--- src/rtl/eth_seq_pkg.sv ---
`default_nettype none
// ============================================================================
// Module      : eth_seq_pkg
// Description : Shared types and constants for the Ethernet cycle sequencer.
//               Provides the sequencer state encoding, the access direction
//               type, default setup/strobe/hold lengths and a helper that
//               sizes the phase down-counter.
// Revision    : 1.0 - initial release
// ============================================================================
package eth_seq_pkg;

    typedef enum logic [2:0] {
        ST_IDLE   = 3'd0,
        ST_SETUP  = 3'd1,
        ST_STROBE = 3'd2,
        ST_HOLD   = 3'd3,
        ST_DONE   = 3'd4
    } state_t;

    typedef enum logic {
        DIR_WRITE = 1'b0,
        DIR_READ  = 1'b1
    } dir_t;

    localparam int c_def_setup_cyc  = 1;
    localparam int c_def_strobe_cyc = 3;
    localparam int c_def_hold_cyc   = 1;

    // Width needed to hold values 0..max_val, never narrower than one bit.
    function automatic int cnt_width(input int max_val);
        int w;
        w = $clog2(max_val + 1);
        if (w < 1) begin
            w = 1;
        end
        return w;
    endfunction

    function automatic int max3(input int a, input int b, input int c);
        int m;
        m = a;
        if (b > m) begin
            m = b;
        end
        if (c > m) begin
            m = c;
        end
        return m;
    endfunction

endpackage
`default_nettype wire

--- src/rtl/eth_cycle_sequencer_sync2.sv ---
`default_nettype none
// ============================================================================
// Module      : sync2
// Description : Two-flop synchroniser for a single asynchronous level.
//               Both flops reset asynchronously to RESET_VAL.
// Ports       : clk   - destination clock
//               rst_n - asynchronous active-low reset
//               d     - asynchronous input level
//               q     - synchronised level, two clk after d
// Revision    : 1.0 - initial release
// ============================================================================
module sync2 #(
    parameter logic RESET_VAL = 1'b0
) (
    input  logic clk,
    input  logic rst_n,
    input  logic d,
    output logic q
);

    logic r_meta;
    logic r_q;

    always_ff @(posedge clk or negedge rst_n) begin
        if (!rst_n) begin
            r_meta <= RESET_VAL;
            r_q    <= RESET_VAL;
        end else begin
            r_meta <= d;
            r_q    <= r_meta;
        end
    end

    assign q = r_q;

endmodule
`default_nettype wire

--- src/rtl/eth_cycle_sequencer.sv ---
`default_nettype none
// ============================================================================
// Module      : eth_cycle_sequencer
// Description : Sequences host (IOC) accesses to the external Ethernet chip
//               with programmable setup / strobe / hold timing on clk and
//               stretches the host cycle through IOGT until the access is
//               complete. Owns the 8-bit Ethernet data path.
// Build option: ETH_WRITE_POST_EN - writes are posted: IOGT is not dropped
//               for a write; a new host access arriving while a posted write
//               is still running is stretched until it can start.
// Ports       : clk, nRST            - clock, async active-low reset
//               sel, nRE, nWE, A9    - host decode/strobes (async) and address
//               host_d_in/host_d_out - host write data / registered read data
//               eth_d_in/eth_d_out   - chip read data / chip write data
//               eth_d_oe             - output enable for eth_d_out
//               nETH_CS, ETH_CMD, nETH_RE, nETH_WE - chip control
//               IOGT                 - host grant, low stretches the host
//               busy                 - sequencer not idle
// Revision    : 1.0 - initial release
// ============================================================================
module eth_cycle_sequencer
    import eth_seq_pkg::*;
#(
    parameter int SETUP_CYC  = c_def_setup_cyc,
    parameter int STROBE_CYC = c_def_strobe_cyc,
    parameter int HOLD_CYC   = c_def_hold_cyc
) (
    input  logic       clk,
    input  logic       nRST,
    input  logic       sel,
    input  logic       nRE,
    input  logic       nWE,
    input  logic       A9,
    input  logic [7:0] host_d_in,
    output logic [7:0] host_d_out,
    input  logic [7:0] eth_d_in,
    output logic [7:0] eth_d_out,
    output logic       eth_d_oe,
    output logic       nETH_CS,
    output logic       ETH_CMD,
    output logic       nETH_RE,
    output logic       nETH_WE,
    output logic       IOGT,
    output logic       busy
);

    localparam int                 c_cnt_w     = cnt_width(max3(SETUP_CYC, STROBE_CYC, HOLD_CYC));
    localparam logic [c_cnt_w-1:0] c_setup_ld  = c_cnt_w'(SETUP_CYC - 1);
    localparam logic [c_cnt_w-1:0] c_strobe_ld = c_cnt_w'(STROBE_CYC - 1);
    localparam logic [c_cnt_w-1:0] c_hold_ld   = c_cnt_w'(HOLD_CYC - 1);
    localparam logic [c_cnt_w-1:0] c_cnt_one   = c_cnt_w'(1);
    localparam logic [c_cnt_w-1:0] c_cnt_zero  = '0;

    // ------------------------------------------------------------------
    // Input synchronisers
    // ------------------------------------------------------------------
    logic w_sel_s;
    logic w_re_s;
    logic w_we_s;

    sync2 #(.RESET_VAL(1'b0)) u_sync_sel (.clk(clk), .rst_n(nRST), .d(sel), .q(w_sel_s));
    sync2 #(.RESET_VAL(1'b1)) u_sync_re  (.clk(clk), .rst_n(nRST), .d(nRE), .q(w_re_s));
    sync2 #(.RESET_VAL(1'b1)) u_sync_we  (.clk(clk), .rst_n(nRST), .d(nWE), .q(w_we_s));

    // A valid request needs exactly one strobe low.
    logic w_req;
    assign w_req = w_sel_s & (w_re_s ^ w_we_s);

    // ------------------------------------------------------------------
    // State and registered outputs
    // ------------------------------------------------------------------
    state_t             r_state, w_state;
    logic [c_cnt_w-1:0] r_cnt,   w_cnt;
    dir_t               r_dir,   w_dir;
    logic               r_cs_n,  w_cs_n;
    logic               r_re_n,  w_re_n;
    logic               r_we_n,  w_we_n;
    logic               r_cmd,   w_cmd;
    logic               r_oe,    w_oe;
    logic [7:0]         r_edout, w_edout;
    logic [7:0]         r_hdout, w_hdout;
    logic               r_iogt,  w_iogt;
    logic               r_busy;

`ifdef ETH_WRITE_POST_EN
    // Set once the host has let go of sel during the current cycle, so a
    // later sel_s request is recognised as a new access rather than the
    // tail of the posted write.
    logic r_released, w_released;
    logic w_new_req;
    assign w_new_req = r_released & w_req;
`endif

    always_comb begin
        w_state = r_state;
        w_cnt   = r_cnt;
        w_dir   = r_dir;
        w_cs_n  = r_cs_n;
        w_re_n  = r_re_n;
        w_we_n  = r_we_n;
        w_cmd   = r_cmd;
        w_oe    = r_oe;
        w_edout = r_edout;
        w_hdout = r_hdout;
        w_iogt  = r_iogt;

        case (r_state)
            ST_IDLE: begin
                if (w_req) begin
                    w_state = ST_SETUP;
                    w_cnt   = c_setup_ld;
                    w_dir   = w_re_s ? DIR_WRITE : DIR_READ;
                    w_cs_n  = 1'b0;
                    w_cmd   = A9;
                    w_iogt  = 1'b0;
                    if (w_re_s) begin
                        w_edout = host_d_in;
                        w_oe    = 1'b1;
`ifdef ETH_WRITE_POST_EN
                        w_iogt  = 1'b1;
`endif
                    end
                end
            end
            ST_SETUP: begin
                if (r_cnt == c_cnt_zero) begin
                    w_state = ST_STROBE;
                    w_cnt   = c_strobe_ld;
                    if (r_dir == DIR_READ) begin
                        w_re_n = 1'b0;
                    end else begin
                        w_we_n = 1'b0;
                    end
                end else begin
                    w_cnt = r_cnt - c_cnt_one;
                end
            end
            ST_STROBE: begin
                if (r_cnt == c_cnt_zero) begin
                    w_state = ST_HOLD;
                    w_cnt   = c_hold_ld;
                    w_re_n  = 1'b1;
                    w_we_n  = 1'b1;
                    // Capture on the strobe's rising edge, while the chip
                    // still drives valid data.
                    if (r_dir == DIR_READ) begin
                        w_hdout = eth_d_in;
                    end
                end else begin
                    w_cnt = r_cnt - c_cnt_one;
                end
            end
            ST_HOLD: begin
                if (r_cnt == c_cnt_zero) begin
                    w_state = ST_DONE;
                    w_cnt   = c_cnt_zero;
                    w_cs_n  = 1'b1;
                    w_oe    = 1'b0;
                    w_iogt  = 1'b1;
                end else begin
                    w_cnt = r_cnt - c_cnt_one;
                end
            end
            ST_DONE: begin
                // Wait for the host to end its cycle so one host access
                // produces exactly one chip access.
                if (!w_sel_s) begin
                    w_state = ST_IDLE;
                end
`ifdef ETH_WRITE_POST_EN
                if ((r_dir == DIR_WRITE) && r_released) begin
                    w_state = ST_IDLE;
                end
`endif
            end
            default: begin
                w_state = ST_IDLE;
                w_cnt   = c_cnt_zero;
            end
        endcase

`ifdef ETH_WRITE_POST_EN
        // A new access during a posted write is held off until the
        // sequencer has returned to IDLE.
        if ((r_state != ST_IDLE) && (r_dir == DIR_WRITE) && w_new_req) begin
            w_iogt = 1'b0;
        end
`endif
    end

`ifdef ETH_WRITE_POST_EN
    always_comb begin
        w_released = r_released;
        if (r_state == ST_IDLE) begin
            w_released = 1'b0;
        end else if (!w_sel_s) begin
            w_released = 1'b1;
        end
    end

    always_ff @(posedge clk or negedge nRST) begin
        if (!nRST) begin
            r_released <= 1'b0;
        end else begin
            r_released <= w_released;
        end
    end
`endif

    always_ff @(posedge clk or negedge nRST) begin
        if (!nRST) begin
            r_state <= ST_IDLE;
            r_cnt   <= c_cnt_zero;
            r_dir   <= DIR_WRITE;
            r_cs_n  <= 1'b1;
            r_re_n  <= 1'b1;
            r_we_n  <= 1'b1;
            r_cmd   <= 1'b0;
            r_oe    <= 1'b0;
            r_edout <= 8'h00;
            r_hdout <= 8'h00;
            r_iogt  <= 1'b1;
            r_busy  <= 1'b0;
        end else begin
            r_state <= w_state;
            r_cnt   <= w_cnt;
            r_dir   <= w_dir;
            r_cs_n  <= w_cs_n;
            r_re_n  <= w_re_n;
            r_we_n  <= w_we_n;
            r_cmd   <= w_cmd;
            r_oe    <= w_oe;
            r_edout <= w_edout;
            r_hdout <= w_hdout;
            r_iogt  <= w_iogt;
            r_busy  <= (w_state != ST_IDLE);
        end
    end

    assign nETH_CS    = r_cs_n;
    assign nETH_RE    = r_re_n;
    assign nETH_WE    = r_we_n;
    assign ETH_CMD    = r_cmd;
    assign eth_d_oe   = r_oe;
    assign eth_d_out  = r_edout;
    assign host_d_out = r_hdout;
    assign IOGT       = r_iogt;
    assign busy       = r_busy;

endmodule
`default_nettype wire

--- config.mk ---
export PLATFORM = sky130hd
export DESIGN_NAME = eth_cycle_sequencer
export DESIGN_NICKNAME = d
export VERILOG_FILES = /design/src/rtl/eth_seq_pkg.sv /design/src/rtl/eth_cycle_sequencer_sync2.sv /design/src/rtl/eth_cycle_sequencer.sv
export SDC_FILE = /design/constraint.sdc
export NUM_CORES = 1
export LEC_CHECK = 0
export BUFFER_PORTS_ARGS = -buffer_cell sky130_fd_sc_hd__buf_2
export CAP_MARGIN = 0
export CORE_MARGIN = 2
export CORE_UTILIZATION = 40
export CTS_CLUSTER_SIZE = 40
export DETAILED_ROUTE_END_ITERATION = 7
export PLACE_DENSITY = 0.65
export SYNTH_ARGS = -nofsm -noshare
export SYNTH_HDL_FRONTEND = slang
export SYNTH_HIERARCHICAL = 1
export SYNTH_SLANG_ARGS = --single-unit
--- constraint.sdc ---
create_clock -name clk -period 3.9 [get_ports clk]
set_input_delay 0.39 -clock clk [delete_from_list [all_inputs] [get_ports clk]]
set_output_delay 0.39 -clock clk [all_outputs]
set_load 0.005 [all_outputs]
[Word level (Yosys, flattened, before mapping)]
Cells that the tools add are included.
Word-level totals
  register bits after elaboration: 34
  input bits: 22
Operators by class
  add/subtract/negate cells: 1
  multiplexer cells: 24
  bitwise operators: 3
  eq/ne operators: 11
  reductions and logical operators: 14
Operators with widths (count)
  two-way mux 3 bit: 5
  one-hot mux 3 bit (5 select lines): 1
  inequality test 2 bit, second input constant: 6
  AND reduction 4 bit: 3
  two-way mux 1 bit: 10
  AND reduction 3 bit: 3
  one-hot mux 1 bit (2 select lines): 4
  one-hot mux 2 bit (4 select lines): 1
  == test 3 x 2 -> 1 bit, second input constant: 2
  two-way mux 2 bit: 3
  AND reduction 2 bit: 2
  nonzero test 2 bit: 2
  == test 3 x 1 -> 1 bit, second input constant: 1
  == test 3 bit, second input constant: 1
  logical NOT 3 bit: 1
  nonzero test 3 bit: 1
  logical NOT 2 bit: 1
  inequality test 2 x 1 -> 1 bit, second input constant: 1
  OR reduction 2 bit: 1
  subtractor 2 x 1 -> 2 bit, second input constant: 1
  bitwise AND 1 bit: 1
  inverter 1 bit: 1
  XOR 1 bit: 1

[Longest topological paths before layout]
  depth after elaboration: 5
  mapped depth: 6
  mapped depth without buffers: 5

[Cells and area by module]
Netlist, hierarchy kept.
Modules (own cells, without submodules)
  eth_cycle_sequencer: cells an instance 91, area an instance 1257.5 um^2, instances 1
  sync2 (u_sync_re ...): cells an instance 2, area an instance 52.6 um^2, instances 2
  sync2 (u_sync_sel): cells an instance 2, area an instance 50.0 um^2, instances 1

[Least setup slack after synthesis]
No wires, ideal clock.
  kind: flip-flop to flip-flop
  start: register r_cnt[0]
  end: register r_hdout[0], in the netlist host_d_out[0]
  arrival time: 1582 ps
  period minus slack after synthesis: 1708 ps
  stages on the path, launching flop included: 7
  library setup time: 125 ps
  required time: 3775 ps
  setup slack: 2192 ps
  path through: dfrtp_1 > inv_1 > ha_1 > nand2_1 > or4_4 > buf_6 > mux2_4
Between the ends
  longest elaborated chain between the ends: 2
Ends and longest elaborated chain
  start, declared: line eth_cycle_sequencer.sv:73  | logic [c_cnt_w-1:0] r_cnt, w_cnt;
  start signal, assigned: line eth_cycle_sequencer.sv:213  | r_cnt <= c_cnt_zero;
  start signal, assigned: line eth_cycle_sequencer.sv:226  | r_cnt <= w_cnt;
  logical NOT 2 bit: line eth_cycle_sequencer.sv:139  | if (r_cnt == c_cnt_zero) begin
  AND reduction 3 bit (no line)
  end signal, assigned: line eth_cycle_sequencer.sv:234  | r_hdout <= w_hdout;
  end, declared: line eth_cycle_sequencer.sv:81  | logic [7:0] r_hdout, w_hdout;
No other way between the ends.
A chain may end at the register's enable or synchronous reset.

[Final worst setup path]
  start: register r_cnt[0]
  end: register r_hdout[2], in the netlist host_d_out[2]
Same word-level chain as after synthesis.

==> metrics.txt <==
initial antenna violation count 0; final non-filler cell total 190; Worst R2R End host_d_out[2]; WL/cell 12.7 um; CTS max path bufs 2; fillers 314; number of vias per cell 4.70; status finished, final reports clean; Internal 0.936 mW; largest net degree at the start of global routing 35; fin area 0.00173 mm^2; Worst Reg-to-Reg Cells 5; Lkg Pwr 0.857 nW; worst-path maximum fanout 8; maximum clock rate 539 MHz; met1 Usage GRT 15.1%; GRT Util Overall 13.3%; Clk pwr share 17.2%; H-tree levels 2; RSZ-0062 raised after global routing false; commonest non-fill, non-tap cell in the layout buf_2; Distinct cells, synth 31; die width 63.4 um; clock root buffer clkbuf_4; Final Setup Violations 0; R2R Setup Slk 2050 ps; worst-skew pair later-pin latency 330 ps; Seq/Total Area, Yosys 60.9%; initial DRC count 20; switching share of power 30.9%; Tcrit/Tclk final 47.5%; Layout Utilization 51.5%; # DRC 0; crit path kind reg2reg; IO Pins 45; Setup Skew 5.08 ps; worst slew margin relative to its limit 52.3%; sequential share of power 46.5%; GP Congestion 0.736; Detailed Route WL 2.41 mm; crit start category flip-flop; CTS clock-pin slew for the worst setup and hold paths 100 ps; Die H 63.4 um; port buffer count 44; GR Util met3 5.36%; core area 0.00336 mm^2; Setup TNS 0 ps; Max Cap Viol 0; Overflow after GRT 0; CP required 4120 ps; Net Sw Power 0.419 mW; synth warn 6; met2 Track Usage GR 22.4%; placed instance count 182; Logic pwr share 36.3%; Area Growth Syn to Fin 22.5%; most frequent cells in the layout buf_2 (44), dfrtp_1 (27), mux2_2 (10); Slew Viols, Final 0; # Post-CTS Setup Buffers 0; Synth Area per Inst 14.6 um^2; pwr dens 783 mW/mm^2; post_cts resized 0; nets@finish 168; wire length of the first global-routing pass 4.02 mm; starting density of the core 42.0%; hpwl dp 1.81 mm; Synth Instances 97; Reg2Reg Launch Point r_cnt[0]; # hold bufs at CTS 0; Worst-Margin Slew 715 ps; peak supply drop 0.345 mV; FP Rows 21; DRT antenna net count 0; endpoints failing hold 0; CTS sink count 34; Crit. End Element flip-flop; total inserted antenna cells 0; vias in the first global route 898; ratio of cells with drive above 1 in the final layout 58.3%; Post-DP Area 0.00165 mm^2; CTS tree done; minimum clock period 1850 ps; Synth Cell Area 0.00141 mm^2; die area 0.00402 mm^2; Worst Hold Class in2async; DR vias 893; Syn Nets 122; TritonCTS Buffers 5; Critical Path AT 2070 ps; TritonRoute pass-1 iters 4; Synth Register Bits 34; GR peak layer met2
## critical path, stage by stage, from the launching register on
cell,delay (ps)
dfrtp_1,410
inv_1,100
ha_1,250
nand2_1,100
or4_4,540
mux2_4,330
## worst max path at each step
| stage | start | end | cells past startpoint |
|---|---|---|---|
| floorplan | r_cnt[0] | host_d_out[0] | 6 |
| global placement | r_cnt[0] | host_d_out[1] | 5 |
| detailed placement | r_cnt[0] | host_d_out[2] | 5 |
| CTS | r_cnt[0] | host_d_out[2] | 5 |
| global route | r_cnt[0] | host_d_out[2] | 5 |
| finish | r_cnt[0] | host_d_out[2] | 5 |
## kinds of logic after synthesis
| logic type | after synthesis | share of synthesized area, % |
|---|---|---|
| adders and majority gates | 3 | 2.66 |
| xor gates and xnor gates | 2 | 1.24 |
| muxes | 19 | 17.2 |
| AOI/OAI and AO/OA | 13 | 6.20 |
| and+or+nand+nor | 17 | 8.06 |
| DFF | 34 | 60.9 |
| buffers and inverters | 9 | 3.81 |
## metrics by stage
step	hold slack [ps]	power (mW)	setup slack, ps
after floorplan	94.4	0.969	2190
after global placement	332	1.11	2150
after detailed placement	336	1.14	2050
after CTS	123	1.37	2040
after global routing	125	1.46	1950
final	102	1.36	2050
## metal layers
metal / vias to the layer above / wire [um] / part of all wire [%]
met1: 436 / 958 / 40
met5: - / 0 / 0
met2: 24 / 1280 / 53
met4: 0 / 44 / 1.8
li1: 428 / - / -
met3: 5 / 132 / 5.5
## sequential cells by signal, indices dropped and copies added, names as in the netlist
signal / count
ETH_CMD: 1
IOGT: 1
busy: 1
eth_d_oe: 1
eth_d_out: 8
host_d_out: 8
nETH_RE: 1
nETH_WE: 1
r_cnt: 2
r_dir: 1
r_state: 3
u_sync_re/q: 1
u_sync_re/r_meta: 1
u_sync_sel/q: 1
u_sync_sel/r_meta: 1
u_sync_we/q: 1
u_sync_we/r_meta: 1
## Yosys cell counts (all sizes together)
| cell type | number | share of area [%] |
|---|---|---|
| buf | 4 | 2.5 |
| nor2b | 1 | 0.44 |
| dfrtp | 27 | 48 |
| nand3 | 1 | 0.35 |
| nand4b | 1 | 0.62 |
| o211ai | 1 | 0.53 |
| nor2 | 2 | 0.53 |
| nand2 | 5 | 1.3 |
| or4 | 1 | 0.80 |
| xor2 | 2 | 1.2 |
| nor4b | 1 | 1.1 |
| inv | 4 | 1.1 |
| a21oi | 5 | 1.8 |
| ha | 3 | 2.7 |
| mux2 | 18 | 16 |
| o31ai | 2 | 1.1 |
| nor3b | 1 | 0.53 |
| mux2i | 1 | 0.71 |
| a21boi | 1 | 0.53 |
| a31o | 2 | 1.2 |
| or3b | 1 | 0.62 |
| o21ai | 1 | 0.35 |
| dfstp | 7 | 13 |
| nand3b | 2 | 1.3 |
| clkbuf | 1 | 0.27 |
| a21bo | 1 | 0.71 |
| nand2b | 1 | 0.44 |
## final cells by class
cell class	count	area, um^2	area share [%]
repair buffers	44	220	12.7
clock buffers	8	78.8	4.56
multi-input cells	54	499	28.9
inverters	4	15.0	0.868
well taps	46	57.6	3.33
flip-flops and latches	34	860	49.7
## power by group through the flow
stage | registers [mW] | logic (mW) | clock network [mW]
after global placement | 0.626 | 0.482 | 0
after global routing | 0.657 | 0.545 | 0.259
after detailed placement | 0.634 | 0.504 | 0
after CTS | 0.632 | 0.502 | 0.241
after floorplan | 0.607 | 0.362 | 0
final | 0.630 | 0.492 | 0.233
(Power assumes the default switching activity.)
